### config.mk
export PLATFORM = sky130hd
export DESIGN_NAME = dram_arbiter_flat
export DESIGN_NICKNAME = d
export VERILOG_FILES = /design/src/rtl/dram_arbiter_if.sv /design/src/rtl/dram_arbiter.sv /design/src/flat_wrapper.sv
export SDC_FILE = /design/constraint.sdc
export NUM_CORES = 1
export LEC_CHECK = 0
export CAP_MARGIN = 20
export CORE_AREA = 2 2 124 126
export CTS_CLUSTER_SIZE = 8
export DETAILED_ROUTE_END_ITERATION = 10
export DIE_AREA = 0 0 126 128
export PLACE_DENSITY = 0.55
export SETUP_SLACK_MARGIN = 0.2
export SKIP_LAST_GASP = 1
export SYNTH_ARGS = -nofsm -noshare
export SYNTH_HDL_FRONTEND = slang
export SYNTH_SLANG_ARGS = --single-unit
### constraint.sdc
create_clock -name clk_i -period 4.4 [get_ports clk_i]
set_clock_uncertainty 0.1 [all_clocks]
set_input_delay 1.32 -clock clk_i [delete_from_list [all_inputs] [get_ports clk_i]]
set_output_delay 1.32 -clock clk_i [all_outputs]
set_load 0.005 [all_outputs]
### src/rtl/dram_arbiter_if.sv
// -----------------------------------------------------------------------------
// dram_arbiter_if
// Bundle of the CPU, DMA and RAM-port signals around the DataRam arbiter.
//   master : the environment side (drives requests and ram_dout, observes
//            grants, read data, stall and performance counter)
//   slave  : the arbiter side (dram_arbiter)
// Signals:
//   cpu_req/cpu_we/cpu_addr/cpu_wdata -> MEM-stage request,  cpu_rdata/cpu_stall <-
//   dma_req/dma_we/dma_addr/dma_wdata -> DMA request,        dma_rdata/dma_ack   <-
//   ram_we/ram_addr/ram_din           <- RAM port,           ram_dout            ->
//   dma_owner, stall_cycles           <- status / performance
// -----------------------------------------------------------------------------
interface dram_arbiter_if;
  logic        cpu_req;
  logic        cpu_we;
  logic [31:0] cpu_addr;
  logic [31:0] cpu_wdata;
  logic [31:0] cpu_rdata;
  logic        cpu_stall;

  logic        dma_req;
  logic        dma_we;
  logic [31:0] dma_addr;
  logic [31:0] dma_wdata;
  logic [31:0] dma_rdata;
  logic        dma_ack;

  logic        ram_we;
  logic [31:0] ram_addr;
  logic [31:0] ram_din;
  logic [31:0] ram_dout;

  logic        dma_owner;
  logic [15:0] stall_cycles;

  modport master (
    output cpu_req, cpu_we, cpu_addr, cpu_wdata,
    input  cpu_rdata, cpu_stall,
    output dma_req, dma_we, dma_addr, dma_wdata,
    input  dma_rdata, dma_ack,
    input  ram_we, ram_addr, ram_din,
    output ram_dout,
    input  dma_owner, stall_cycles
  );

  modport slave (
    input  cpu_req, cpu_we, cpu_addr, cpu_wdata,
    output cpu_rdata, cpu_stall,
    input  dma_req, dma_we, dma_addr, dma_wdata,
    output dma_rdata, dma_ack,
    output ram_we, ram_addr, ram_din,
    input  ram_dout,
    output dma_owner, stall_cycles
  );
endinterface

### src/rtl/dram_arbiter.sv
// -----------------------------------------------------------------------------
// dram_arbiter
// Shares the single-port DataRam between the pipeline MEM stage (priority)
// and a DMA/debug loader. DMA gets idle CPU cycles for free; after MAX_WAIT
// consecutive denied cycles it takes the RAM by force for up to BURST cycles
// and the pipeline is stalled while it does so.
// Ports:
//   clk_i  - system clock, rising edge
//   rst_i  - asynchronous active-high reset
//   bus    - dram_arbiter_if.slave (CPU, DMA and RAM-port signals)
// Parameters:
//   MAX_WAIT (1..15) - denied DMA cycles before forced takeover
//   BURST    (1..15) - maximum length of a forced DMA burst
// Build option:
//   ARB_PERF_EN - when defined, stall_cycles counts stalled cycles
//                 (saturating); otherwise stall_cycles is tied to zero.
// -----------------------------------------------------------------------------
module dram_arbiter #(
  parameter int MAX_WAIT = 4,
  parameter int BURST    = 2
) (
  input  logic            clk_i,
  input  logic            rst_i,
  dram_arbiter_if.slave   bus
);

  localparam logic [0:0] CPU_OWN = 1'b0;
  localparam logic [0:0] DMA_OWN = 1'b1;

  localparam logic [3:0] WAIT_LAST  = 4'(MAX_WAIT - 1);
  localparam logic [3:0] BURST_LAST = 4'(BURST - 1);

  logic [0:0] state_q, state_d;
  logic [3:0] wait_cnt_q, wait_cnt_d;
  logic [3:0] burst_cnt_q, burst_cnt_d;

  logic cpu_gnt;
  logic dma_gnt;
  logic dma_denied;

  // Grant decode: zero-latency, purely from state and requests.
  always_comb begin
    cpu_gnt = 1'b0;
    dma_gnt = 1'b0;
    if (state_q == DMA_OWN) begin
      dma_gnt = bus.dma_req;
      cpu_gnt = !bus.dma_req && bus.cpu_req;
    end else begin
      cpu_gnt = bus.cpu_req;
      dma_gnt = !bus.cpu_req && bus.dma_req;
    end
  end

  assign dma_denied = (state_q == CPU_OWN) && bus.cpu_req && bus.dma_req;

  // RAM port mux; with no grant the CPU address is presented but nothing writes.
  always_comb begin
    bus.ram_we   = 1'b0;
    bus.ram_addr = bus.cpu_addr;
    bus.ram_din  = bus.cpu_wdata;
    if (dma_gnt) begin
      bus.ram_we   = bus.dma_we;
      bus.ram_addr = bus.dma_addr;
      bus.ram_din  = bus.dma_wdata;
    end else if (cpu_gnt) begin
      bus.ram_we   = bus.cpu_we;
    end
  end

  assign bus.cpu_rdata = bus.ram_dout;
  assign bus.dma_rdata = bus.ram_dout;
  assign bus.dma_ack   = dma_gnt;
  assign bus.cpu_stall = (state_q == DMA_OWN) && bus.dma_req && bus.cpu_req;
  assign bus.dma_owner = (state_q == DMA_OWN);

  // Next-state logic. A dropped dma_req always wins over takeover/burst
  // continuation, because dma_denied already requires dma_req.
  always_comb begin
    state_d     = state_q;
    wait_cnt_d  = wait_cnt_q;
    burst_cnt_d = burst_cnt_q;
    if (state_q == CPU_OWN) begin
      if (dma_denied) begin
        if (wait_cnt_q == WAIT_LAST) begin
          state_d     = DMA_OWN;
          burst_cnt_d = BURST_LAST;
          wait_cnt_d  = 4'd0;
        end else begin
          wait_cnt_d  = wait_cnt_q + 4'd1;
        end
      end else begin
        // Either DMA was acked this cycle or it is not requesting.
        wait_cnt_d = 4'd0;
      end
    end else begin
      wait_cnt_d = 4'd0;
      if (!bus.dma_req || burst_cnt_q == 4'd0) begin
        state_d     = CPU_OWN;
        burst_cnt_d = 4'd0;
      end else begin
        burst_cnt_d = burst_cnt_q - 4'd1;
      end
    end
  end

  always_ff @(posedge clk_i or posedge rst_i) begin
    if (rst_i) begin
      state_q     <= CPU_OWN;
      wait_cnt_q  <= 4'd0;
      burst_cnt_q <= 4'd0;
    end else begin
      state_q     <= state_d;
      wait_cnt_q  <= wait_cnt_d;
      burst_cnt_q <= burst_cnt_d;
    end
  end

`ifdef ARB_PERF_EN
  logic [15:0] stall_cnt_q;

  always_ff @(posedge clk_i or posedge rst_i) begin
    if (rst_i) begin
      stall_cnt_q <= 16'h0000;
    end else if (bus.cpu_stall && stall_cnt_q != 16'hFFFF) begin
      stall_cnt_q <= stall_cnt_q + 16'd1;
    end
  end

  assign bus.stall_cycles = stall_cnt_q;
`else
  assign bus.stall_cycles = 16'h0000;
`endif

endmodule

### src/flat_wrapper.sv
// flat-port wrapper written by rule: the top's interface ports become plain ports
module dram_arbiter_flat 
#(
  parameter int MAX_WAIT = 4,
  parameter int BURST    = 2
)
  (clk_i, rst_i, bus_cpu_req, bus_cpu_we, bus_cpu_addr, bus_cpu_wdata, bus_cpu_rdata, bus_cpu_stall, bus_dma_req, bus_dma_we, bus_dma_addr, bus_dma_wdata, bus_dma_rdata, bus_dma_ack, bus_ram_we, bus_ram_addr, bus_ram_din, bus_ram_dout, bus_dma_owner, bus_stall_cycles);
  dram_arbiter_if bus_i ();
  input  logic clk_i;
  input  logic rst_i;
  input wire logic [$bits(bus_i.cpu_req)-1:0] bus_cpu_req;
  input wire logic [$bits(bus_i.cpu_we)-1:0] bus_cpu_we;
  input wire logic [$bits(bus_i.cpu_addr)-1:0] bus_cpu_addr;
  input wire logic [$bits(bus_i.cpu_wdata)-1:0] bus_cpu_wdata;
  output wire logic [$bits(bus_i.cpu_rdata)-1:0] bus_cpu_rdata;
  output wire logic [$bits(bus_i.cpu_stall)-1:0] bus_cpu_stall;
  input wire logic [$bits(bus_i.dma_req)-1:0] bus_dma_req;
  input wire logic [$bits(bus_i.dma_we)-1:0] bus_dma_we;
  input wire logic [$bits(bus_i.dma_addr)-1:0] bus_dma_addr;
  input wire logic [$bits(bus_i.dma_wdata)-1:0] bus_dma_wdata;
  output wire logic [$bits(bus_i.dma_rdata)-1:0] bus_dma_rdata;
  output wire logic [$bits(bus_i.dma_ack)-1:0] bus_dma_ack;
  output wire logic [$bits(bus_i.ram_we)-1:0] bus_ram_we;
  output wire logic [$bits(bus_i.ram_addr)-1:0] bus_ram_addr;
  output wire logic [$bits(bus_i.ram_din)-1:0] bus_ram_din;
  input wire logic [$bits(bus_i.ram_dout)-1:0] bus_ram_dout;
  output wire logic [$bits(bus_i.dma_owner)-1:0] bus_dma_owner;
  output wire logic [$bits(bus_i.stall_cycles)-1:0] bus_stall_cycles;
  assign bus_i.cpu_req = bus_cpu_req;
  assign bus_i.cpu_we = bus_cpu_we;
  assign bus_i.cpu_addr = bus_cpu_addr;
  assign bus_i.cpu_wdata = bus_cpu_wdata;
  assign bus_cpu_rdata = bus_i.cpu_rdata;
  assign bus_cpu_stall = bus_i.cpu_stall;
  assign bus_i.dma_req = bus_dma_req;
  assign bus_i.dma_we = bus_dma_we;
  assign bus_i.dma_addr = bus_dma_addr;
  assign bus_i.dma_wdata = bus_dma_wdata;
  assign bus_dma_rdata = bus_i.dma_rdata;
  assign bus_dma_ack = bus_i.dma_ack;
  assign bus_ram_we = bus_i.ram_we;
  assign bus_ram_addr = bus_i.ram_addr;
  assign bus_ram_din = bus_i.ram_din;
  assign bus_i.ram_dout = bus_ram_dout;
  assign bus_dma_owner = bus_i.dma_owner;
  assign bus_stall_cycles = bus_i.stall_cycles;
  dram_arbiter #(.MAX_WAIT(MAX_WAIT), .BURST(BURST)) u_core (.clk_i(clk_i), .rst_i(rst_i), .bus(bus_i));
endmodule
# Yosys cells after proc, flatten, opt, wreduce, memory -nomap -nowiden
# Cells that the tools add are included.
# op_classes
addsub	2
n_eq_ne	1
reduce_logical	13
mux	17
bitwise_logic	1
# op_table
cell	n
$mux W32	2
$mux W4	7
$mux W1	8
$logic_and A1 B1 Y1	6
$add A4 B1 Y4 const B	1
$eq A4 B2 Y1 const B	1
$logic_not A4 Y1	1
$reduce_bool A2 Y1	2
$sub A4 B1 Y4 const B	1
$logic_not A1 Y1	2
$reduce_and A2 Y1	1
$logic_or A1 B1 Y1	1
$not A1 Y1	1
# totals
output_inout_bits	148
inputBits	166
ff_bits	9
elab_cells	37

# Longest topological paths before layout
# depth
depth_word	5
depth_mapped	5
mapped_depth_nobuf	5

# Least setup slack after synthesis
# No wires, ideal clock.
# synth_path
kind	in2out
from	input port bus_dma_req
to	output port bus_ram_addr[0]
arrival_ns	2.115
path_buffers	2
required_time_ns	2.980
slack_ns	0.865
path_stages	4
path_cell_list	a21boi_4 buf_8 buf_12 mux2_4
# synth_via
elab_chain_len	3
# synth_lines
element	line	source
from (decl)	flat_wrapper.sv:17	input wire logic [$bits(bus_i.dma_req)-1:0] bus_dma_req;
$logic_and A1 B1 Y1	dram_arbiter.sv:50	dma_gnt = !bus.cpu_req && bus.dma_req;
$mux W1 *	dram_arbiter.sv:45	if (state_q == DMA_OWN) begin
$mux W32 *	dram_arbiter.sv:61	if (dma_gnt) begin
to (decl)	flat_wrapper.sv:24	output wire logic [$bits(bus_i.ram_addr)-1:0] bus_ram_addr;
# Every way passes the cells marked *; elsewhere a longest branch is shown, timed or not.

# Worst setup path after layout
# layout_path
from	input port bus_dma_req
to	output port bus_ram_din[23]
# layout_via
elab_chain_len	3
# layout_lines
element	line	source
$logic_and A1 B1 Y1	dram_arbiter.sv:50	
$mux W1 *	dram_arbiter.sv:45	
$mux W32 *	dram_arbiter.sv:61	
to (decl)	flat_wrapper.sv:25	output wire logic [$bits(bus_i.ram_din)-1:0] bus_ram_din;
# Marks and branches as above.

==> run_results.csv <==
group,metric,value,unit
cells_and_area,antenna_cells,0,
logic_synthesis,syn-instance-count,199,
logic_synthesis,ys_seq_elements,9,
grt,track_usage,10.7,%
sta,fmax,231,MHz
sta,setup_viol,0,
placed_design,dp_cells,530,
cells_and_area,syn_to_final_growth,99.6,%
cells_and_area,n_fill_cell,1537,
logic_synthesis,synth_area_leader_cell,"buf_4",
grt,antenna_found_initial,0,
drt,routed_wl,9340,um
worst_setup_path,slowest_delay,0.44,ns
cells_and_area,multiInputGateArea,1180,um2
floorplan,io_pins,314,
clock_network,numCtsBuffers,3,
worst_setup_path,crit_chain,"clkdlybuf4s15_1, a21boi_4, buf_12, bufbuf_16, mux2_4, clkdlybuf4s50_1",
floorplan,die_w,126,um
clock_network,insertion_delay,0.24,ns
logic_synthesis,yosysWarnings,0,
run_status,outcome,"complete, no violations",
worst_setup_path,startpoint,"bus_dma_req",
drt,post_drt_wl_per_cell,17.1,um
clock_network,clockBufferDepth,2,
cells_and_area,layout-drive-gt1-share,27.4,%
cells_and_area,instances_no_fill,546,
cells_and_area,nets,528,
min_path,hold_class,"reg -> reg",
worst_setup_path,path_max_fanout,9,
drt,drcViolationCount,0,
pwr,power.density,151,nW/um2
pwr,ir_drop,0.209,mV
min_path,min_from,"u_core.wait_cnt_q[0]",
clock_network,cts_tree,"done",
logic_synthesis,synth.lib_cells_used.distinct,33,
placed_design,pre_cts_slack,-0.254,ns
grt,grt_max_degree,11,
placed_design,post-dp-hpwl,7860,um
drt,routed_via_density,3.65,
floorplan,dieArea,16100,um2
grt,grt.overflow.total,0,
sta,rsz0062_at_grt,"true",
logic_synthesis,yosys.area.top_type_share,29.7,%
logic_synthesis,synthTopCellsByArea,"buf_4, mux2_4, mux2_2",
grt,grt_pass1_wl,13000,um
worst_setup_path,r2r-start,"u_core.wait_cnt_q[0]",
sta,slew_violations,0,
clock_network,path_clk_slew,0.04,ns
pwr,leakagePower,1.82,nW
drt,firstDrtPassIters,4,
placed_design,numPortBuffers,201,
floorplan,die_y,128,um
floorplan,rows,45,
drt,drtIter0Drc,68,
worst_setup_path,critical-path-top-delay-family,"buffers and inverters",
logic_synthesis,syn_avg_cell_area,10.4,um2
run,max-cap-violations,0,
placed_design,gp_congestion,0.990,
grt,grt_pass1_vias,2028,
sta,fin_ws,0.0619,ns
worst_setup_path,arrival,2.92,ns
worst_setup_path,critPathKind,"in -> out",
sta,final_hold_viol_count,0,
worst_setup_path,crit_path_start_kind,"input pin",
floorplan,start_util,14.0,%
clock_network,cts_sinks,9,
drt,antenna_left,0,
logic_synthesis,ys_seq_area_share,10.9,%
clock_network,root_buffer,"clkbuf_16",
floorplan,core-area,14900,um2
clock_network,cts_hold_buf,0,
sta,finalCritPeriodShare,98.6,%
worst_setup_path,critPathCaptureType,"primary output",
cells_and_area,regArea,225,um2
drt,num_vias,1993,
clock_network,cts_htree_levels,1,
sta,setup_tns,0,ns
sta,min_period,4.34,ns
worst_setup_path,crit_slowest_cell,"clkdlybuf4s50_1",
worst_setup_path,crit_buf_inv,4,
logic_synthesis,syn_area,2070,um2
worst_setup_path,worst_ep_required_time,2.98,ns
-- repair_timing --
item	4_1_cts	5_1_grt
cloned	4	0
gates resized for setup	29	13
endpoints found under the hold margin	0	0
endpoints found under the setup margin	66	59
buffers inserted	7	1
pin swaps	1	0
-- placed cells by master (no fill, tap or decap), drive strengths merged --
| cell | instances |
|---|---|
| a211o | 1 |
| a211oi | 1 |
| a21boi | 1 |
| a21o | 1 |
| a21oi | 1 |
| a22oi | 1 |
| a31oi | 1 |
| a32o | 1 |
| and3 | 1 |
| buf | 25 |
| bufbuf | 1 |
| clkbuf | 4 |
| clkdlybuf4s15 | 3 |
| clkdlybuf4s50 | 175 |
| conb | 16 |
| dfrtp | 9 |
| dlygate4sd2 | 11 |
| dlymetal6s2s | 12 |
| ha | 3 |
| inv | 5 |
| mux2 | 64 |
| nand2 | 2 |
| nand2b | 1 |
| nand3 | 2 |
| nand3b | 2 |
| nor2 | 3 |
| nor3 | 1 |
| nor3b | 3 |
| nor4b | 1 |
| o21ai | 1 |
| o2bb2ai | 1 |
| o31ai | 1 |
| or2 | 1 |
| or4 | 1 |
| xor2 | 1 |
-- path summary, 6_finish.rpt --
path	to	slack, ns	cells past startpoint
max in group asynchronous	u_core.burst_cnt_q[1]	2.70	2
worst min-delay path	u_core.wait_cnt_q[0]	0.37	1
worst max register to register	u_core.burst_cnt_q[2]	2.70	4
worst min register to register	u_core.wait_cnt_q[0]	0.37	1
min in group asynchronous	u_core.wait_cnt_q[1]	1.25	2
worst max-delay path	bus_ram_din[23]	0.06	6
-- where the power goes --
part           leakage, nW  switching [mW]  total, mW  internal, mW
Sequential           0.120         0.00311     0.0902        0.0871
Combinational         1.66           0.104      0.375         0.271
Clock               0.0382          0.0396      0.161         0.121
Total                 1.82           0.146      0.626         0.479
-- synthesized netlist by cell type --
cell type / instances
buf_4: 82
mux2_4: 40
mux2_2: 24
dfrtp_1: 9
buf_12: 4
inv_1: 4
ha_1: 3
nor2_1: 3
nor3b_1: 3
nand2_1: 2
nand3_1: 2
nand3b_1: 2
a211o_1: 1
a211oi_1: 1
a21boi_4: 1
a21o_1: 1
a21oi_1: 1
a22oi_1: 1
a31oi_1: 1
a32o_1: 1
and3_1: 1
buf_8: 1
conb_1: 1
inv_2: 1
nand2b_1: 1
nor3_1: 1
nor4b_1: 1
o21ai_0: 1
o2bb2ai_1: 1
o31ai_1: 1
or2_2: 1
or4_1: 1
xor2_1: 1
-- registers in the layout (all words and copies together), names as in the netlist --
register,cells
u_core.burst_cnt_q,4
u_core.bus.dma_owner,1
u_core.wait_cnt_q,4
-- metrics by stage --
| step | instance area (um2) | power [mW] | hold WS (ns) | utilization, % |
|---|---|---|---|---|
| final | 4140 | 0.626 | 0.375 | 27.9 |
| after global routing | 4140 | 0.657 | 0.405 | 27.9 |
| after CTS | 4090 | 0.630 | 0.374 | 27.5 |
| after detailed placement | 3810 | 0.449 | 0.370 | 25.6 |
| after global placement | 3810 | 0.446 | 0.359 | 25.6 |
| after floorplan | 2130 | 0.269 | 0.344 | - |
-- layout make-up --
cell class,instances,share of cell area (%)
Tap cell,188,5.68
Sequential cell,9,5.44
Multi-Input combinational cell,113,28.5
Clock buffer,4,1.90
Timing Repair Buffer,227,58.0
Inverter,5,0.453
-- kinds of logic after synthesis --
logic type                 after synthesis  synth area share (%)
DFF                                      9                  10.9
AOI/OAI and AO/OA                       11                  4.46
other                                    1                 0.181
muxes                                   64                  42.0
buffers and inverters                   92                  35.2
and+or+nand+nor                         18                  5.13
adders and majority gates                3                  1.81
xor gates and xnor gates                 1                 0.422
-- metal layers --
layer / GRT usage (%) / up-vias / share of wire [%]
li1: - / 910 / -
met1: 13.9 / 898 / 42
met2: 16.6 / 178 / 45
met3: 4.80 / 7 / 12
met4: 1.55 / 0 / 0.72
met5: 0.929 / - / 0
No activity file was read; power rests on OpenSTA's default activity.
